`src/rtl/uart_pkg.sv`:
```
// Shared definitions for the UART/ALU link (TX response framer and RX command parser).
//   NB_DATA_DEF : default byte/result width
//   HEADER_DEF  : frame start byte, identical on both directions of the link
//   tx_state_e  : response framer states
package uart_pkg;

   localparam int unsigned NB_DATA_DEF = 8;
   localparam logic [NB_DATA_DEF-1:0] HEADER_DEF = 8'hA5;

   typedef enum logic [1:0] {
      IDLE,
      WAIT_HDR,
      WAIT_DATA,
      WAIT_CHK
   } tx_state_e;

endpackage

```
`src/rtl/uart_tx_interface.sv`:
```
// UART response framer: turns each ALU result into a 3-byte frame
// (HEADER, RESULT, HEADER ^ RESULT) and feeds it byte by byte to the UART TX core.
// Ports:
//   clk            : system clock
//   i_rst_n        : asynchronous active-low reset
//   i_result       : ALU result
//   i_result_valid : 1-cycle pulse, i_result valid
//   i_tx_done      : 1-cycle pulse from TX core, current byte sent
//   o_tx_data      : byte to transmit, stable from start until done
//   o_tx_start     : 1-cycle pulse launching o_tx_data
//   o_busy         : framer not idle
//   o_overrun      : 1-cycle pulse, a result was dropped
//   o_timeout      : 1-cycle pulse, frame aborted by the per-byte watchdog
module uart_tx_interface
   import uart_pkg::*;
#(
   parameter int unsigned             NB_DATA    = NB_DATA_DEF,
   parameter logic [NB_DATA-1:0]      HEADER     = HEADER_DEF,
   parameter int unsigned             NB_TIMEOUT = 16,
   parameter logic [NB_TIMEOUT-1:0]   TIMEOUT    = 16'd50000
) (
   input  logic               clk,
   input  logic               i_rst_n,
   input  logic [NB_DATA-1:0] i_result,
   input  logic               i_result_valid,
   input  logic               i_tx_done,
   output logic [NB_DATA-1:0] o_tx_data,
   output logic               o_tx_start,
   output logic               o_busy,
   output logic               o_overrun,
   output logic               o_timeout
);

   // Counter value seen on the edge where the watchdog would reach TIMEOUT.
   localparam logic [NB_TIMEOUT-1:0] TO_LAST = TIMEOUT - NB_TIMEOUT'(1);

   tx_state_e              state_q, state_d;
   logic [NB_DATA-1:0]     pending_q, pending_d;
   logic                   pending_full_q, pending_full_d;
   logic [NB_DATA-1:0]     frame_q, frame_d;
   logic [NB_TIMEOUT-1:0]  cnt_q, cnt_d;
   logic [NB_DATA-1:0]     tx_data_q, tx_data_d;
   logic                   tx_start_q, tx_start_d;
   logic                   overrun_q, overrun_d;
   logic                   timeout_q, timeout_d;

   logic                   done_eff;
   logic                   expired;
   logic                   launch;
   logic                   abort;

   // A done arriving while start is still high belongs to no launched byte.
   assign done_eff = i_tx_done & ~tx_start_q;
   assign expired  = (cnt_q == TO_LAST);

   always_ff @(posedge clk or negedge i_rst_n) begin
      if (!i_rst_n) begin
         state_q        <= IDLE;
         pending_q      <= '0;
         pending_full_q <= 1'b0;
         frame_q        <= '0;
         cnt_q          <= '0;
         tx_data_q      <= '0;
         tx_start_q     <= 1'b0;
         overrun_q      <= 1'b0;
         timeout_q      <= 1'b0;
      end else begin
         state_q        <= state_d;
         pending_q      <= pending_d;
         pending_full_q <= pending_full_d;
         frame_q        <= frame_d;
         cnt_q          <= cnt_d;
         tx_data_q      <= tx_data_d;
         tx_start_q     <= tx_start_d;
         overrun_q      <= overrun_d;
         timeout_q      <= timeout_d;
      end
   end

   always_comb begin
      state_d        = state_q;
      pending_d      = pending_q;
      pending_full_d = pending_full_q;
      frame_d        = frame_q;
      cnt_d          = cnt_q;
      tx_data_d      = tx_data_q;
      tx_start_d     = 1'b0;
      overrun_d      = 1'b0;
      timeout_d      = 1'b0;
      launch         = 1'b0;
      abort          = 1'b0;

      case (state_q)
         IDLE: begin
            cnt_d  = '0;
            launch = pending_full_q;
         end
         WAIT_HDR: begin
            if (done_eff) begin
               tx_data_d  = frame_q;
               tx_start_d = 1'b1;
               cnt_d      = '0;
               state_d    = WAIT_DATA;
            end else if (expired) begin
               abort = 1'b1;
            end else begin
               cnt_d = cnt_q + NB_TIMEOUT'(1);
            end
         end
         WAIT_DATA: begin
            if (done_eff) begin
               tx_data_d  = HEADER ^ frame_q;
               tx_start_d = 1'b1;
               cnt_d      = '0;
               state_d    = WAIT_CHK;
            end else if (expired) begin
               abort = 1'b1;
            end else begin
               cnt_d = cnt_q + NB_TIMEOUT'(1);
            end
         end
         WAIT_CHK: begin
            if (done_eff) begin
               if (pending_full_q) begin
                  launch = 1'b1;
               end else begin
                  tx_data_d = '0;
                  cnt_d     = '0;
                  state_d   = IDLE;
               end
            end else if (expired) begin
               abort = 1'b1;
            end else begin
               cnt_d = cnt_q + NB_TIMEOUT'(1);
            end
         end
         default: state_d = IDLE;
      endcase

      // Frame launch is shared by IDLE and the back-to-back path out of WAIT_CHK.
      if (launch) begin
         frame_d    = pending_q;
         tx_data_d  = HEADER;
         tx_start_d = 1'b1;
         cnt_d      = '0;
         state_d    = WAIT_HDR;
      end

      // Watchdog abort keeps the holding register; IDLE relaunches it next edge.
      if (abort) begin
         timeout_d = 1'b1;
         tx_data_d = '0;
         cnt_d     = '0;
         state_d   = IDLE;
      end

      // Consume takes effect first, so a result arriving on that edge refills.
      if (i_result_valid) begin
         if (!pending_full_q || launch) begin
            pending_d      = i_result;
            pending_full_d = 1'b1;
         end else begin
            overrun_d = 1'b1;
         end
      end else if (launch) begin
         pending_full_d = 1'b0;
      end
   end

   assign o_tx_data  = tx_data_q;
   assign o_tx_start = tx_start_q;
   assign o_busy     = (state_q != IDLE);
   assign o_overrun  = overrun_q;
   assign o_timeout  = timeout_q;

endmodule

```
`config.mk`:
```
export PLATFORM = sky130hd
export DESIGN_NAME = uart_tx_interface
export DESIGN_NICKNAME = d
export VERILOG_FILES = /design/src/rtl/uart_pkg.sv /design/src/rtl/uart_tx_interface.sv
export SDC_FILE = /design/constraint.sdc
export NUM_CORES = 1
export LEC_CHECK = 0
export ABC_AREA = 1
export CAP_MARGIN = 20
export CORE_UTILIZATION = 40
export CTS_CLUSTER_SIZE = 25
export DETAILED_ROUTE_END_ITERATION = 7
export GPL_ROUTABILITY_DRIVEN = 0
export GPL_TIMING_DRIVEN = 0
export HOLD_SLACK_MARGIN = 0.08
export PLACE_DENSITY_LB_ADDON = 0.12
export SYNTH_ARGS = -nofsm -noshare
export SYNTH_HDL_FRONTEND = slang
export SYNTH_SLANG_ARGS = --single-unit
```
`constraint.sdc`:
```
create_clock -name clk -period 3.9 [get_ports clk]
set_input_delay 0.39 -clock clk [delete_from_list [all_inputs] [get_ports clk]]
set_output_delay 0.39 -clock clk [all_outputs]
set_load 0.01 [all_outputs]
```
* After elaboration in Yosys (flattened, before gate mapping) *
Cells that the tools add are included.

storage, ports and cells
  register bits after elaboration = 46
  input bits = 12
  output and inout bits = 12
  logic and storage cells = 70

cells by class
  $add $sub $neg = 1
  equality and inequality tests = 10
  mux-type cells = 36
  bitwise logic cells = 3
  reductions and logical operators = 11

operators by type and width
  kind                     number
  $mux W16                 6
  $mux W8                  6
  $pmux W16 S3             1
  $pmux W8 S3              1
  $add A16 B1 Y16 const B  1
  $eq A16 B16 Y1 const B   1
  $ne A4 B4 Y1 const B     4
  $mux W1                  14
  $mux W2                  6
  $pmux W2 S3              1
  $ne A5 B5 Y1 const B     1
  $reduce_and A5 Y1        1
  $reduce_bool A5 Y1       1
  $eq A2 B2 Y1 const B     2
  $not A4 Y4               1
  $reduce_and A2 Y1        2
  $reduce_bool A2 Y1       2
  $reduce_or A3 Y1         1
  $eq A2 B1 Y1 const B     1
  $logic_not A2 Y1         1
  $ne A2 B1 Y1 const B     1
  $pmux W1 S2              1
  $reduce_or A2 Y1         1
  $and A1 B1 Y1            1
  other kinds (3)          3

* Longest topological paths before layout *
  depth after elaboration = 7
  gate-level depth with buffers = 11
  mapped depth without buffers = 11

* Worst setup path after synthesis *
OpenSTA, ideal clock, no wires.

  kind = reg2reg
  start = reg state_q[0]
  end = reg cnt_q[10]
  data arrival time = 1.566 ns
  data required time = 3.781 ns
  path slack = 2.215 ns
  cell stages (with the launch flop) = 12
  path through = dfrtp_1 inv_1 ha_1 inv_1 nand2_2 nor2_1 nand3_2 nand3_2 buf_6 nand3_1 nand2_1 nor2_1

on the way
  longest elaborated chain between the ends = 5

RTL lines
  what                                          RTL line                  source
  start: declaration                            uart_tx_interface.sv:37   tx_state_e state_q, state_d;
  start signal: assignment                      uart_tx_interface.sv:68   state_q <= state_d;
  $eq A2 B2 Y1 or $eq A2 B1 Y1 (tied branches)  uart_tx_interface.sv:93   case (state_q)
  $reduce_or A2 Y1 (no source line)             --
  $pmux W16 S3                                  uart_tx_interface.sv:93
  $mux W16                                      uart_tx_interface.sv:141  if (launch) begin
  $mux W16                                      uart_tx_interface.sv:150  if (abort) begin
  end signal: assignment                        uart_tx_interface.sv:72   cnt_q <= cnt_d;
  end: declaration                              uart_tx_interface.sv:41   logic [NB_TIMEOUT-1:0] cnt_q, cnt_d;

Parallel ways exist; a longest one is shown, timed or not.
A chain may end at the register's enable or synchronous reset.

* Worst setup path in the final report *
  start = reg state_q[0]
  end = out o_busy

on the way
  longest elaborated chain between the ends = 1

RTL lines
  what                RTL line                  source
  $reduce_bool A2 Y1  uart_tx_interface.sv:172  assign o_busy = (state_q != IDLE);
  end: declaration    uart_tx_interface.sv:29   output logic o_busy,

No other way between the ends.

==> results <==
- The number of top-level pins is 24.
- The height of the die is approximately 80 um.
- The area of the die is 6800 um2.
- The DRC violation total after the first TritonRoute iteration is 162.
- For this run, the number of Yosys warnings is 0.
- The peak fanout along the critical path is 5.
- The routed design has roughly 5700 um of wire.
- Dividing the detail-routed wire length by the instance count gives approximately 13 um.
- The CTS sink count is 46.
- Static timing analysis puts the maximum clock frequency at 457 MHz.
- In this run the critical register-to-register path is launched from state_q[0].
- The terminating pin of the worst hold path is frame_q[6].
- The maximum root-to-sink buffer count is 2.
- The diode insertion count for antenna repair is 0.
- The worst-skew pair later-pin latency is slightly above 300 ps.
- Of the cells placed in the final design, the portion with a size suffix greater than 1 is 0.0932.
- The first detailed-routing pass ran for 4 iterations.
- Setup repair after global routing left no endpoint under its margin.
- The total of buffers placed on input and output ports is 22.
- The floorplan step defined a core boundary enclosing 6100 um2.
- In this run the worst hold path is classified as reg -> reg.
- The number of antenna violations at the first check in global routing is 0.
- The horizontal die dimension is 82.4 um.
- The placed wire-length estimate after detailed placement is 4110 um.
- The headroom to the max-slew limit is 0.661.
- The most used flip-flop cell after synthesis is sky130_fd_sc_hd__dfrtp_1.
- The pin count of the biggest net entering global routing is 27.
- The synthesized design contains 46 register bits.
- The total global-route track usage is 0.188.
- The H-tree generated during clock tree synthesis spans 2 levels.
- Max-cap violations in this run came to 0.
- The clock tree root buffer cell is sky130_fd_sc_hd__clkbuf_8.
- After routing, the total negative slack on setup checks comes to 0 ps.
- The per-instance average area after synthesis is 7.77 um2.
- For the worst setup path, the data arrival time is 1800 ps.
- The synthesized netlist cell count is 333.
- The worst path in the final design needs a cycle of between 2000 and 2500 ps, including I/O delays and setup.
- Row generation in the floorplan step produced 28 rows.
- The startpoint of the lowest-slack hold path is frame_q[6].
- The kind of capture point of the worst setup path is an output pin.
- The share of the Yosys chip area taken by registers is 0.445.
- The area of all placed cells without fillers is between 3000 and 4000 um2.
- The worst path meets setup with 1710 ps of slack.
- In this run the critical register-to-register path is captured at cnt_q[8].
- Post-CTS repair changed the size of 0 cells.
- The flow ran to the end, and the final reports show no timing, DRC or antenna violations.
- For this run, design rule violations remaining after detail routing come to 0.
- Once detail routing completed, the nets flagged for antenna violations numbered 0.
- The total congestion overflow is 0.
- For this run, the post-layout net count is 384.
- The post-CTS setup buffer count is 0.
- The standby leakage power is 0.00146 uW.
- The via count of the first global-routing pass is 1894.
- At the placement stage, the worst setup path has a slack of ~1700 ps.
- The most common library cell in the layout ignoring fill and taps is sky130_fd_sc_hd__nand2_1.
- When the netlist entered floorplanning its net count stood at 353.
- The worst hold path was traced through 2 stages.
- The number of endpoints with negative hold slack in the final report is 0.
- In the layout the commonest cells are sky130_fd_sc_hd__nand2_1, sky130_fd_sc_hd__nand3_1, sky130_fd_sc_hd__dfrtp_1.
- The via density per instance is 4.98.
- The total standard cell area after synthesis is approximately 2600 um2.
- At the pin with the least slew margin, the transition time is 508 ps.
- From synthesis to final layout, the design area changed by 16.6%.
- The worst register-to-register path has a setup slack of 1740 ps.
- The initial utilization of the core area, before any placement, comes to 0.425.
- Detailed routing inserted a total of about 2200 vias.
- After clock tree synthesis, the clock-pin slew on the worst setup and hold paths is 90 ps.
- Counting cells, the worst reg-to-reg path comes to 10.
- Setup violations remaining at the end of the flow were counted as 0.
- The peak supply drop is approximately 0.48 mV.
- The count of flip-flops with a built-in enable after synthesis is 0.
- The total power per unit cell area is 691 nW/um2.
- For this run, the share of the core covered by cells in the final layout is 0.495.
- The worst setup path is launched from a flop.
- The worst hold margin is ~480 ps.
- The max-slew violation count is 0.
- The critical path is of the reg -> out type.
- The number of clock buffers added by TritonCTS is 5.
- The area after detailed placement is 2920 um2.
- At the worst endpoint, the required time is 3510 ps.
- The fraction of the cycle the final worst path needs is 0.560.
- The maximum clock skew at final layout is 9.07 ps.
- The count of cell types in the netlist is 29.
- After synthesis, the share of flip-flops with an asynchronous set or reset is 1.00.
- TritonCTS built the clock tree.
- The wire length of the first global-routing pass is 9520 um.
## what timing repair did
action	4_1_cts	5_1_grt
endpoints found under the setup margin	0	0
hold endpoints to repair	20	0
hold buffers	1	0
## logic make-up (layout without fill, tap and decap cells)
| family | count (synthesis) | after routing | share of synthesized area |
|---|---|---|---|
| simple gates | 208 | 208 | 0.363 |
| compound gates | 22 | 22 | 0.0532 |
| buf+inv | 41 | 73 | 0.0662 |
| flops | 46 | 46 | 0.445 |
| fa+ha+maj | 8 | 8 | 0.0387 |
| xor+xnor | 4 | 4 | 0.0135 |
| mux | 4 | 4 | 0.0203 |
## power breakdown
group          switching [uW]  internal (uW)
clock network             179            126
registers                95.3            629
logic                     647            408
## per-stage QoR
step / power (uW) / std cells
2_1_floorplan: 1470 / 333
3_3_place_gp: 1780 / 430
3_5_place_dp: 1800 / 431
4_1_cts: 2110 / 440
5_1_grt: 2280 / 440
6_report: 2080 / 440
## synthesized netlist by cell type, drive strengths merged, types with 5 or more instances
cell | instances | area share
dfrtp | 46 | 0.44
nand2 | 101 | 0.16
nand4 | 5 | 0.014
ha | 8 | 0.039
nor3 | 7 | 0.015
o21ai | 10 | 0.025
nand3 | 53 | 0.11
nor2 | 40 | 0.061
o211ai | 5 | 0.015
a21oi | 7 | 0.014
inv | 36 | 0.052
## critical path: stages, from the launching register on
cell and delay (ps):
sky130_fd_sc_hd__dfrtp_1 450, sky130_fd_sc_hd__inv_1 120, sky130_fd_sc_hd__ha_1 220, sky130_fd_sc_hd__inv_1 140, sky130_fd_sc_hd__clkdlybuf4s50_1 560
## layout make-up
cell class	count	area, um2
Multi-Input combinational cell	246	1270
Clock buffer	5	68.8
Sequential cell	46	1150
Timing Repair Buffer	24	245
Buffer	5	36.3
Fill cell	629	3080
Tap cell	75	93.8
Inverter	36	135
Clock inverter	3	21.3
## per-layer routing
metal / part of all wire / vias up / global-route usage
met5: 0 / - / 0
met4: 0.0060 / 0 / 0.0474
li1: - / 1143 / -
met2: 0.42 / 46 / 0.258
met1: 0.53 / 998 / 0.295
met3: 0.041 / 4 / 0.0363
## sequential cells by signal, summed over array words and instances, names as in the netlist
| name | cells |
|---|---|
| cnt_q | 16 |
| pending_full_q | 1 |
| o_tx_data | 8 |
| o_timeout | 1 |
| o_tx_start | 1 |
| state_q | 2 |
| o_overrun | 1 |
| frame_q | 8 |
| pending_q | 8 |
## how the worst max path moves through the flow
stage	depth (start not counted)	start	end
floorplan	11	state_q[0]	cnt_q[10]
global placement	1	i_rst_n	pending_q[4]
global route	10	state_q[0]	cnt_q[2]
CTS	4	state_q[0]	o_busy
detailed placement	10	i_tx_done	cnt_q[8]
finish	4	state_q[0]	o_busy
Power figures use the tool's default switching activity.
